<file path="src/rtl/sdr_wb_pkg.sv">
// Shared Wishbone cycle-type codes and burst-master state encoding.
package sdr_wb_pkg;

  localparam logic [2:0] CTI_CLASSIC = 3'b000;
  localparam logic [2:0] CTI_INCR    = 3'b010;
  localparam logic [2:0] CTI_EOB     = 3'b111;

  typedef enum logic [1:0] {IDLE, XFER, DONE, ABORT} wbm_state_t;

endpackage

</file>
<file path="src/rtl/wb_ack_watchdog.sv">
// Counts consecutive strobe cycles without ack; flags expiry on the TIMEOUT-th such cycle.
// Combinational expire, one-cycle-early look-ahead so the FSM can leave on the following edge.
module wb_ack_watchdog #(
  parameter int TIMEOUT = 1024
) (
  input  logic clk,
  input  logic rst,
  input  logic active,
  input  logic ack,
  output logic expire
);

  localparam int CW = $clog2(TIMEOUT);
  localparam logic [CW-1:0] LIM = CW'(TIMEOUT - 1);

  logic [CW-1:0] cnt;

  always_ff @(posedge clk or posedge rst) begin
    if (rst) begin
      cnt <= '0;
    end else if (!active || ack) begin
      cnt <= '0;
    end else if (cnt != LIM) begin
      cnt <= cnt + CW'(1);
    end
  end

  assign expire = active & !ack & (cnt == LIM);

endmodule

</file>
<file path="src/rtl/wb_burst_master.sv">
// Wishbone B3 incrementing-burst master driven by a {we, addr, len} command stream,
// with a one-word write hold register, registered read return and an ack watchdog.
module wb_burst_master
  import sdr_wb_pkg::*;
#(
  parameter int dw      = 32,
  parameter int APP_AW  = 26,
  parameter int LEN_W   = 8,
  parameter int TIMEOUT = 1024
) (
  input  logic                wb_clk_i,
  input  logic                wb_rst_i,
  input  logic                cmd_valid,
  output logic                cmd_ready,
  input  logic                cmd_we,
  input  logic [APP_AW-1:0]   cmd_addr,
  input  logic [LEN_W-1:0]    cmd_len,
  input  logic [dw/8-1:0]     cmd_sel,
  input  logic                wr_valid,
  output logic                wr_ready,
  input  logic [dw-1:0]       wr_data,
  output logic                rd_valid,
  output logic [dw-1:0]       rd_data,
  output logic                done,
  output logic                err_timeout,
  output logic                wb_cyc_o,
  output logic                wb_stb_o,
  output logic                wb_we_o,
  output logic [APP_AW-1:0]   wb_addr_o,
  output logic [dw-1:0]       wb_dat_o,
  output logic [dw/8-1:0]     wb_sel_o,
  output logic [2:0]          wb_cti_o,
  input  logic                wb_ack_i,
  input  logic [dw-1:0]       wb_dat_i
);

  localparam int SW = dw / 8;
  localparam logic [APP_AW-1:0] STEP  = APP_AW'(SW);
  localparam logic [APP_AW-1:0] AMASK = ~APP_AW'(SW - 1);
  localparam logic [LEN_W:0]    ONE   = (LEN_W + 1)'(1);

  wbm_state_t        state;
  logic              we_r;
  logic [APP_AW-1:0] addr_r;
  logic [SW-1:0]     sel_r;
  logic [LEN_W:0]    beats_left;
  logic [LEN_W:0]    loads_left;
  logic              hold_v;
  logic [dw-1:0]     hold_dat;

  logic xfer, ack, load, last, expire;

  assign xfer      = (state == XFER);
  assign last      = (beats_left == ONE);
  assign cmd_ready = (state == IDLE);

  // Address, select and direction are forced to zero outside the cycle.
  assign wb_cyc_o  = xfer;
  assign wb_stb_o  = xfer & (we_r ? hold_v : 1'b1);
  assign wb_we_o   = xfer & we_r;
  assign wb_addr_o = xfer ? addr_r : '0;
  assign wb_sel_o  = xfer ? sel_r : '0;
  assign wb_dat_o  = (xfer & we_r) ? hold_dat : '0;
  assign wb_cti_o  = !xfer ? CTI_CLASSIC : (last ? CTI_EOB : CTI_INCR);

  // An ack seen while stb is low belongs to nobody and is dropped here.
  assign ack      = wb_ack_i & wb_stb_o;
  assign wr_ready = xfer & we_r & (loads_left != '0) & (!hold_v | ack);
  assign load     = wr_valid & wr_ready;

  wb_ack_watchdog #(.TIMEOUT(TIMEOUT)) u_wdog (
    .clk    (wb_clk_i),
    .rst    (wb_rst_i),
    .active (wb_stb_o),
    .ack    (wb_ack_i),
    .expire (expire)
  );

  always_ff @(posedge wb_clk_i or posedge wb_rst_i) begin
    if (wb_rst_i) begin
      state       <= IDLE;
      we_r        <= 1'b0;
      addr_r      <= '0;
      sel_r       <= '0;
      beats_left  <= '0;
      loads_left  <= '0;
      hold_v      <= 1'b0;
      hold_dat    <= '0;
      rd_valid    <= 1'b0;
      rd_data     <= '0;
      done        <= 1'b0;
      err_timeout <= 1'b0;
    end else begin
      done        <= 1'b0;
      err_timeout <= 1'b0;
      rd_valid    <= ack & !we_r;
      if (ack && !we_r) rd_data <= wb_dat_i;

      case (state)
        IDLE: begin
          if (cmd_valid) begin
            we_r       <= cmd_we;
            addr_r     <= cmd_addr & AMASK;
            sel_r      <= cmd_sel;
            beats_left <= {1'b0, cmd_len} + ONE;
            loads_left <= cmd_we ? ({1'b0, cmd_len} + ONE) : '0;
            hold_v     <= 1'b0;
            state      <= XFER;
          end
        end
        XFER: begin
          // A load in the same cycle as an ack refills the hold slot, so hold_v stays set.
          if (load) begin
            hold_dat   <= wr_data;
            hold_v     <= 1'b1;
            loads_left <= loads_left - ONE;
          end else if (ack) begin
            hold_v <= 1'b0;
          end
          if (ack) begin
            beats_left <= beats_left - ONE;
            addr_r     <= addr_r + STEP;
          end
          if (ack && last) begin
            state <= DONE;
            done  <= 1'b1;
          end else if (expire) begin
            state       <= ABORT;
            err_timeout <= 1'b1;
          end
        end
        DONE, ABORT: begin
          hold_v <= 1'b0;
          state  <= IDLE;
        end
        default: state <= IDLE;
      endcase
    end
  end

endmodule

</file>
<file path="config.mk">
export PLATFORM = sky130hd
export DESIGN_NAME = wb_burst_master
export DESIGN_NICKNAME = d
export VERILOG_FILES = /design/src/rtl/sdr_wb_pkg.sv /design/src/rtl/wb_ack_watchdog.sv /design/src/rtl/wb_burst_master.sv
export SDC_FILE = /design/constraint.sdc
export NUM_CORES = 1
export LEC_CHECK = 0
export BUFFER_PORTS_ARGS = -buffer_cell sky130_fd_sc_hd__buf_2
export CAP_MARGIN = 0
export CORE_MARGIN = 2
export CORE_UTILIZATION = 45
export CTS_BUF_LIST = sky130_fd_sc_hd__clkbuf_8
export CTS_CLUSTER_DIAMETER = 60
export CTS_CLUSTER_SIZE = 12
export DETAILED_ROUTE_END_ITERATION = 12
export GPL_TIMING_DRIVEN = 0
export PLACE_DENSITY_LB_ADDON = 0.15
export SYNTH_ARGS = -nofsm -noshare
export SYNTH_HDL_FRONTEND = slang
export SYNTH_SLANG_ARGS = --single-unit
</file>
<file path="constraint.sdc">
create_clock -name wb_clk_i -period 3.7 [get_ports wb_clk_i]
set_input_delay 0.185 -clock wb_clk_i [delete_from_list [all_inputs] [get_ports wb_clk_i]]
set_output_delay 0.185 -clock wb_clk_i [all_outputs]
set_load 0.02 [all_outputs]
</file>
==> results of run 1 <==
[area by class of cell]
| cell class | count | share of cell area [%] |
|---|---|---|
| multi-input combinational | 436 | 34.4 |
| clock buffer | 20 | 3.03 |
| timing repair buffer | 283 | 19.9 |
| sequential | 127 | 34.9 |
| buffer | 38 | 2.27 |
| inverter | 21 | 0.922 |
| tap | 184 | 2.53 |
| clock inverter | 12 | 2.02 |
[worst min path at each step]
| stage | endpoint | startpoint | slack, ps | depth (start not counted) |
|---|---|---|---|---|
| floorplan | loads_left[0] | cmd_len[0] | 290 | 1 |
| global placement | rd_data[15] | wb_dat_i[15] | 400 | 2 |
| detailed placement | rd_data[0] | wb_rst_i | 190 | 2 |
| CTS | loads_left[0] | cmd_len[0] | 20 | 2 |
| global route | loads_left[0] | cmd_len[0] | 40 | 2 |
| finish | loads_left[0] | cmd_len[0] | 40 | 2 |
[synthesized netlist by cell type (all sizes together), types with 13 or more instances]
| library cell | number | area, um^2 |
|---|---|---|
| inv | 21 | 78.8 |
| and2 | 54 | 338 |
| buf | 15 | 120 |
| dfrtp | 127 | 3180 |
| nand3 | 29 | 145 |
| nor2 | 36 | 138 |
| a21oi | 33 | 165 |
| nor3 | 13 | 76.3 |
| o21ai | 25 | 129 |
| mux2 | 69 | 886 |
| nand2 | 42 | 158 |
| clkbuf | 23 | 86.3 |
[through the flow]
stage	hold slack (ps)	setup slack [ps]
floorplan	285	131
global placement	404	-1330
detailed placement	193	1360
CTS	24.0	983
global route	41.4	841
finish	44.9	993
[cells by family (layout without fill, tap and decap cells)]
| group | after synthesis | after routing | synth area share (%) |
|---|---|---|---|
| multiplexers | 70 | 70 | 13.6 |
| buffers and inverters | 59 | 374 | 4.33 |
| adder cells (fa/ha/maj) | 6 | 6 | 1.14 |
| flip-flops | 127 | 127 | 48.2 |
| AND/OR/NAND/NOR | 224 | 224 | 18.7 |
| XOR/XNOR | 12 | 12 | 1.60 |
| other | 1 | 2 | 0.0569 |
| AO/OA/AOI/OAI | 122 | 122 | 12.3 |
[layer usage]
metal | routed length [um] | vias up | global-route usage (%)
met1 | 8210 | 2969 | 32.7
li1 | - | 2831 | -
met3 | 1140 | 28 | 5.22
met2 | 9630 | 238 | 41.0
met5 | 0 | - | 0
met4 | 310 | 0 | 7.52
[state kept, by name, indices dropped and copies added, names as in the netlist]
| register | count |
|---|---|
| rd_data | 32 |
| beats_left | 9 |
| we_r | 1 |
| loads_left | 9 |
| done | 1 |
| hold_dat | 32 |
| u_wdog.cnt | 10 |
| addr_r | 24 |
| err_timeout | 1 |
| hold_v | 1 |
| rd_valid | 1 |
| state | 2 |
| sel_r | 4 |
[power by group through the flow]
| stage | Sequential, mW | Clock, mW | Combinational [mW] |
|---|---|---|---|
| 2_1_floorplan | 2.61 | 0 | 2.56 |
| 3_3_place_gp | 2.46 | 0 | 3.79 |
| 3_5_place_dp | 2.49 | 0 | 3.86 |
| 4_1_cts | 2.47 | 1.39 | 3.93 |
| 5_1_grt | 2.58 | 1.46 | 4.25 |
| 6_report | 2.50 | 1.36 | 3.94 |
[worst max-delay path, stage by stage, from the launching register on]
cell and delay, ps:
dfrtp_1 440, nand2b_1 150, clkbuf_1 500, clkbuf_1 550, nor2_1 150, buf_4 160
buf_2 150
[timing repair]
action | 4_1_cts | 5_1_grt
endpoints found under the hold margin | 106 | 0
setup endpoints to repair | 0 | 0
hold buffers | 74 | 0
==> impl_results.md, run 1 <==
- Status: complete, no violations
- Multi-input gate area: about 3100 um^2
- First-pass DRT Iterations: 6
- DR WL/cell: ~17 um
- Worst Path Class, Setup: flop to output port
- Final setup viols: 0
- Fmax: approximately 0.37 GHz
- DR iter-0 viols: a little over 400
- Register area: 3180 um^2
- Power, Total: approximately 8 mW
- Gpl congestion: 0.878
- Least-Margin Pin Slew: about 840 ps
- Worst EP required: ~3500 ps
- Synth Instances: roughly 620
- Final slew viol count: 0
- Most frequent cells in the layout: 211 x buf_2, 127 x dfrtp_1, 74 x dlygate4sd3_1, 54 x and2_1, 42 x nand2_1
- Inserted Diodes: 0
- Post-route insts no fill: 1121
- CP Launch Type: flop
- Number of global-route vias before repair: slightly above 6000
- Initial antenna violation count: 0
- HP Class: input pin to flop
- Commonest non-fill, non-tap cell in the layout: buf_2
- CP endpoint: wb_cti_o[2]
- Clock Latency Late Sink: approximately 440 ps
- Predominant post-synthesis flop cell: dfrtp_1
- Critical Path Source: state[1]
- Vias/cell: around 5.4
- Initial Utilization: a little under half
- Filler instances: roughly 1200
- TritonCTS clock tree: done
- GRT Util Overall: between 20% and 30%
- Clock skew: about 10 ps
- # IOs: 213
- Root Driver: clkbuf_8
- Reg-to-Reg End: beats_left[3]
- CTS H-tree depth: 4
- PostCTS Resize Cnt: 0
- Die W: around 130 um
- Final HPWL DP: between 10 and 15 mm
- Switching share of total power: a little over two fifths
- Worst r2r src: we_r
- Peak VDD IR: 0.342 mV
- Pwr per Cell Area: around 860 nW/um^2
- Area grow syn2layout: 38.1%
- Leak Pwr: about 4.2 nW
- Core footprint: approximately 14000 um^2
- Synth Cell Area: 6590 um^2
- Fin area: 9100 um^2
- RSZ-0062 raised after global routing: false
- Number of max-cap violations: 0
- Syn. warnings: 0
- Internal power: approximately 4.5 mW
- Number of synthesized flops with an enable pin: 0
- Reg2reg path depth: 6
- Netlist cell types: 67
- Seq cells post-synth: ~130
- Post-synth ARST share: 100%
- Max clock buf depth: 2
- Slew headroom: ~44%
- Sum Neg Setup Slack: 0 ps
- Row Count: 44
- Register area share after synthesis: between 40% and 50%
- Max FO, Critical Path: 10
- Largest net degree at the start of global routing: between 90 and 100
- Power share of the clock group: between 15 and 20%
- WL final: a little under 20 mm
- Number of port buffers: 208
- DRC errors left: 0
- Inserted Clock Buffers: 17
- DIE AREA: around 16000 um^2
- NetSw: around 3.3 mW
- Flop pwr share: 32.0%
- Share of layout cells above drive strength 1: between 30% and 40%
- Routed Antenna Nets: 0
- Arrival time at the worst endpoint: ~2500 ps
- Comb pwr share: between 50% and 60%
- Area post-placement: a little under 8000 um^2
- Post-layout min period: ~2700 ps
- Clock Pin Slew Worst Setup and Hold Paths: 70 ps
- Via count: between 6000 and 7000
- Nets: around 1000
- Die height: between 100 and 150 um
- R2r setup slk: ~1400 ps
- Post-CTS Repair Setup Buffers: 0
- Final period utilization: 73.2%
- Avg Cell Area, Syn: between 10 and 15 um^2
- GR Overflow Total: 0
- Worst setup EP type: output port
- Placed Cells: 1015
- Final core utilization: ~63%
- Clock sinks: 127
- First-pass GRT wire length: between 30 and 40 mm
- Final hold vios: 0
Note: power is estimated with default switching activity, not from simulation.
==> run 2: changes to the inputs <==
==> constraint.sdc (replaced) <==
create_clock -name wb_clk_i -period 2.8 [get_ports wb_clk_i]
set_input_delay 0.14 -clock wb_clk_i [delete_from_list [all_inputs] [get_ports wb_clk_i]]
set_output_delay 0.14 -clock wb_clk_i [all_outputs]
set_load 0.02 [all_outputs]
==> impl_results.md, run 2 (synthesis results as in run 1) <==
- Peak VDD IR: around 0.63 mV
- Least-Margin Pin Slew: a little under 900 ps
- CP Launch Type: flop
- RSZ-0062 raised after global routing: false
- Critical Path Source: state[1]
- DR iter-0 viols: 402
- First-pass GRT wire length: approximately 31 mm
- GR Overflow Total: 0
- Initial Utilization: 45.7%
- DRC errors left: 0
- Die height: roughly 130 um
- Die W: 125 um
- Gpl congestion: slightly below 0.9
- Fin Hold WS: 36.0 ps
- Worst Path Class, Setup: flop to output port
- Final HPWL DP: between 10 and 15 mm
- Final core utilization: between 60% and 70%
- Sum Neg Setup Slack: 0 ps
- Inserted Diodes: 0
- Reg-to-Reg End: beats_left[3]
- HP Class: input pin to flop
- Max FO, Critical Path: 10
- Share of layout cells above drive strength 1: between 30% and 40%
- Max clock buf depth: 2
- Area post-placement: approximately 8000 um^2
- CTS H-tree depth: 4
- DIE AREA: ~16000 um^2
- Slowest CP cell: dfrtp_1
- Nets: around 1000
- First-pass DRT Iterations: 5
- CP peak stage delay: roughly 450 ps
- Pwr per Cell Area: 1120 nW/um^2
- R2r setup slk: roughly 430 ps
- Commonest non-fill, non-tap cell in the layout: buf_2
- Worst EP required: 2660 ps
- Placed Cells: just over 1000
- Clock Latency Late Sink: 460 ps
- Power, Total: 10.2 mW
- Dpl ws: between 400 and 500 ps
- WL final: ~19 mm
- Via count: 6099
- Core footprint: between 10000 and 15000 um^2
- Clock sinks: ~130
- # IOs: 213
- CP endpoint: wb_addr_o[24]
- Reg2reg path depth: 6
- Arrival time at the worst endpoint: about 2500 ps
- GRT Util Overall: between 20 and 25%
- Buf/Inv on CP: 5
- Fmax: 0.380 GHz
- Most frequent cells in the layout: 211 x buf_2, 127 x dfrtp_1, 80 x dlygate4sd3_1, 54 x and2_1, 42 x nand2_1
- Area grow syn2layout: 38.9%
- Fin area: roughly 9100 um^2
- Post-route insts no fill: 1129
- Final slew viol count: 0
- Worst setup EP type: output port
- Vias/cell: 5.40
- Cell Chain, Critical Path: nand2b_1 > inv_1 > clkbuf_1 > clkbuf_1 > nand2_1 > inv_1 > buf_2
- Number of port buffers: between 200 and 250
- Delay-heaviest family, CP: buffers and inverters
- Clock skew: approximately 15 ps
- Clock Pin Slew Worst Setup and Hold Paths: 80 ps
- Slew headroom: a little over two fifths
- Row Count: 44
- Final setup margin: approximately 170 ps
- Register area: 3180 um^2
- Worst r2r src: we_r
- Multi-input gate area: approximately 3100 um^2
- Inserted Clock Buffers: 17
- Status: complete, no violations
- Number of max-cap violations: 0
- Stages on worst setup path: 7
- Final hold vios: 0
- Leak Pwr: ~4.3 nW
- Number of global-route vias before repair: ~6200
- TritonCTS clock tree: done
- Post-layout min period: ~2600 ps
- Top Registers: hold_dat (32), rd_data (32), addr_r (24)
- Final setup viols: 0
- Largest net degree at the start of global routing: 41
- Initial antenna violation count: 0
- Filler instances: roughly 1200
- Post-CTS Repair Setup Buffers: 0
- Root Driver: clkbuf_8
- Routed Antenna Nets: 0
- DR WL/cell: about 17 um
- Final period utilization: 94.0%
## run 2: area by class of cell
type,count,area share (%)
Clock inverter,15,2.01
Sequential cell,127,34.7
Tap cell,184,2.52
Buffer,38,2.28
Timing Repair Buffer,291,20.8
Multi-Input combinational cell,436,34.2
Clock buffer,17,2.56
Inverter,21,0.903
## run 2: worst reg2reg max path: cells and delay by family, from the launching register on
family | cells | cell delay, ps
AND/OR/NAND/NOR | 2 | 690
buffers and inverters | 1 | 560
AO/OA/AOI/OAI | 3 | 610
flip-flops | 1 | 440
## run 2: what timing repair did
item	4_1_cts	5_1_grt
setup endpoints to repair	0	3
hold buffers	80	0
resized for setup	0	4
hold endpoints to repair	105	0
## run 2: power by group
part / switching, mW / internal, mW / total (mW)
Sequential: 0.624 / 2.67 / 3.29
Clock: 0.799 / 0.892 / 1.69
Combinational: 3.03 / 2.20 / 5.23
Total: 4.45 / 5.76 / 10.2
## run 2: worst min path at each step
stage	from	end	depth (start not counted)
2_1_floorplan	cmd_len[0]	loads_left[0]	1
3_3_place_gp	wb_dat_i[30]	rd_data[30]	2
3_5_place_dp	wb_rst_i	rd_data[5]	2
4_1_cts	cmd_addr[17]	addr_r[17]	3
5_1_grt	cmd_addr[17]	addr_r[17]	3
6_report	cmd_addr[9]	addr_r[9]	3
## run 2: metal layers
layer  wire length [um]  vias up  part of all wire (%)  GRT usage, %
met5                  0        -                     0             0
met4                607        0                   3.1          10.5
met3               1390       46                   7.2          5.05
met2               9340      278                    48          41.2
met1               7990     2925                    41          32.1
li1                   -     2850                     -             -
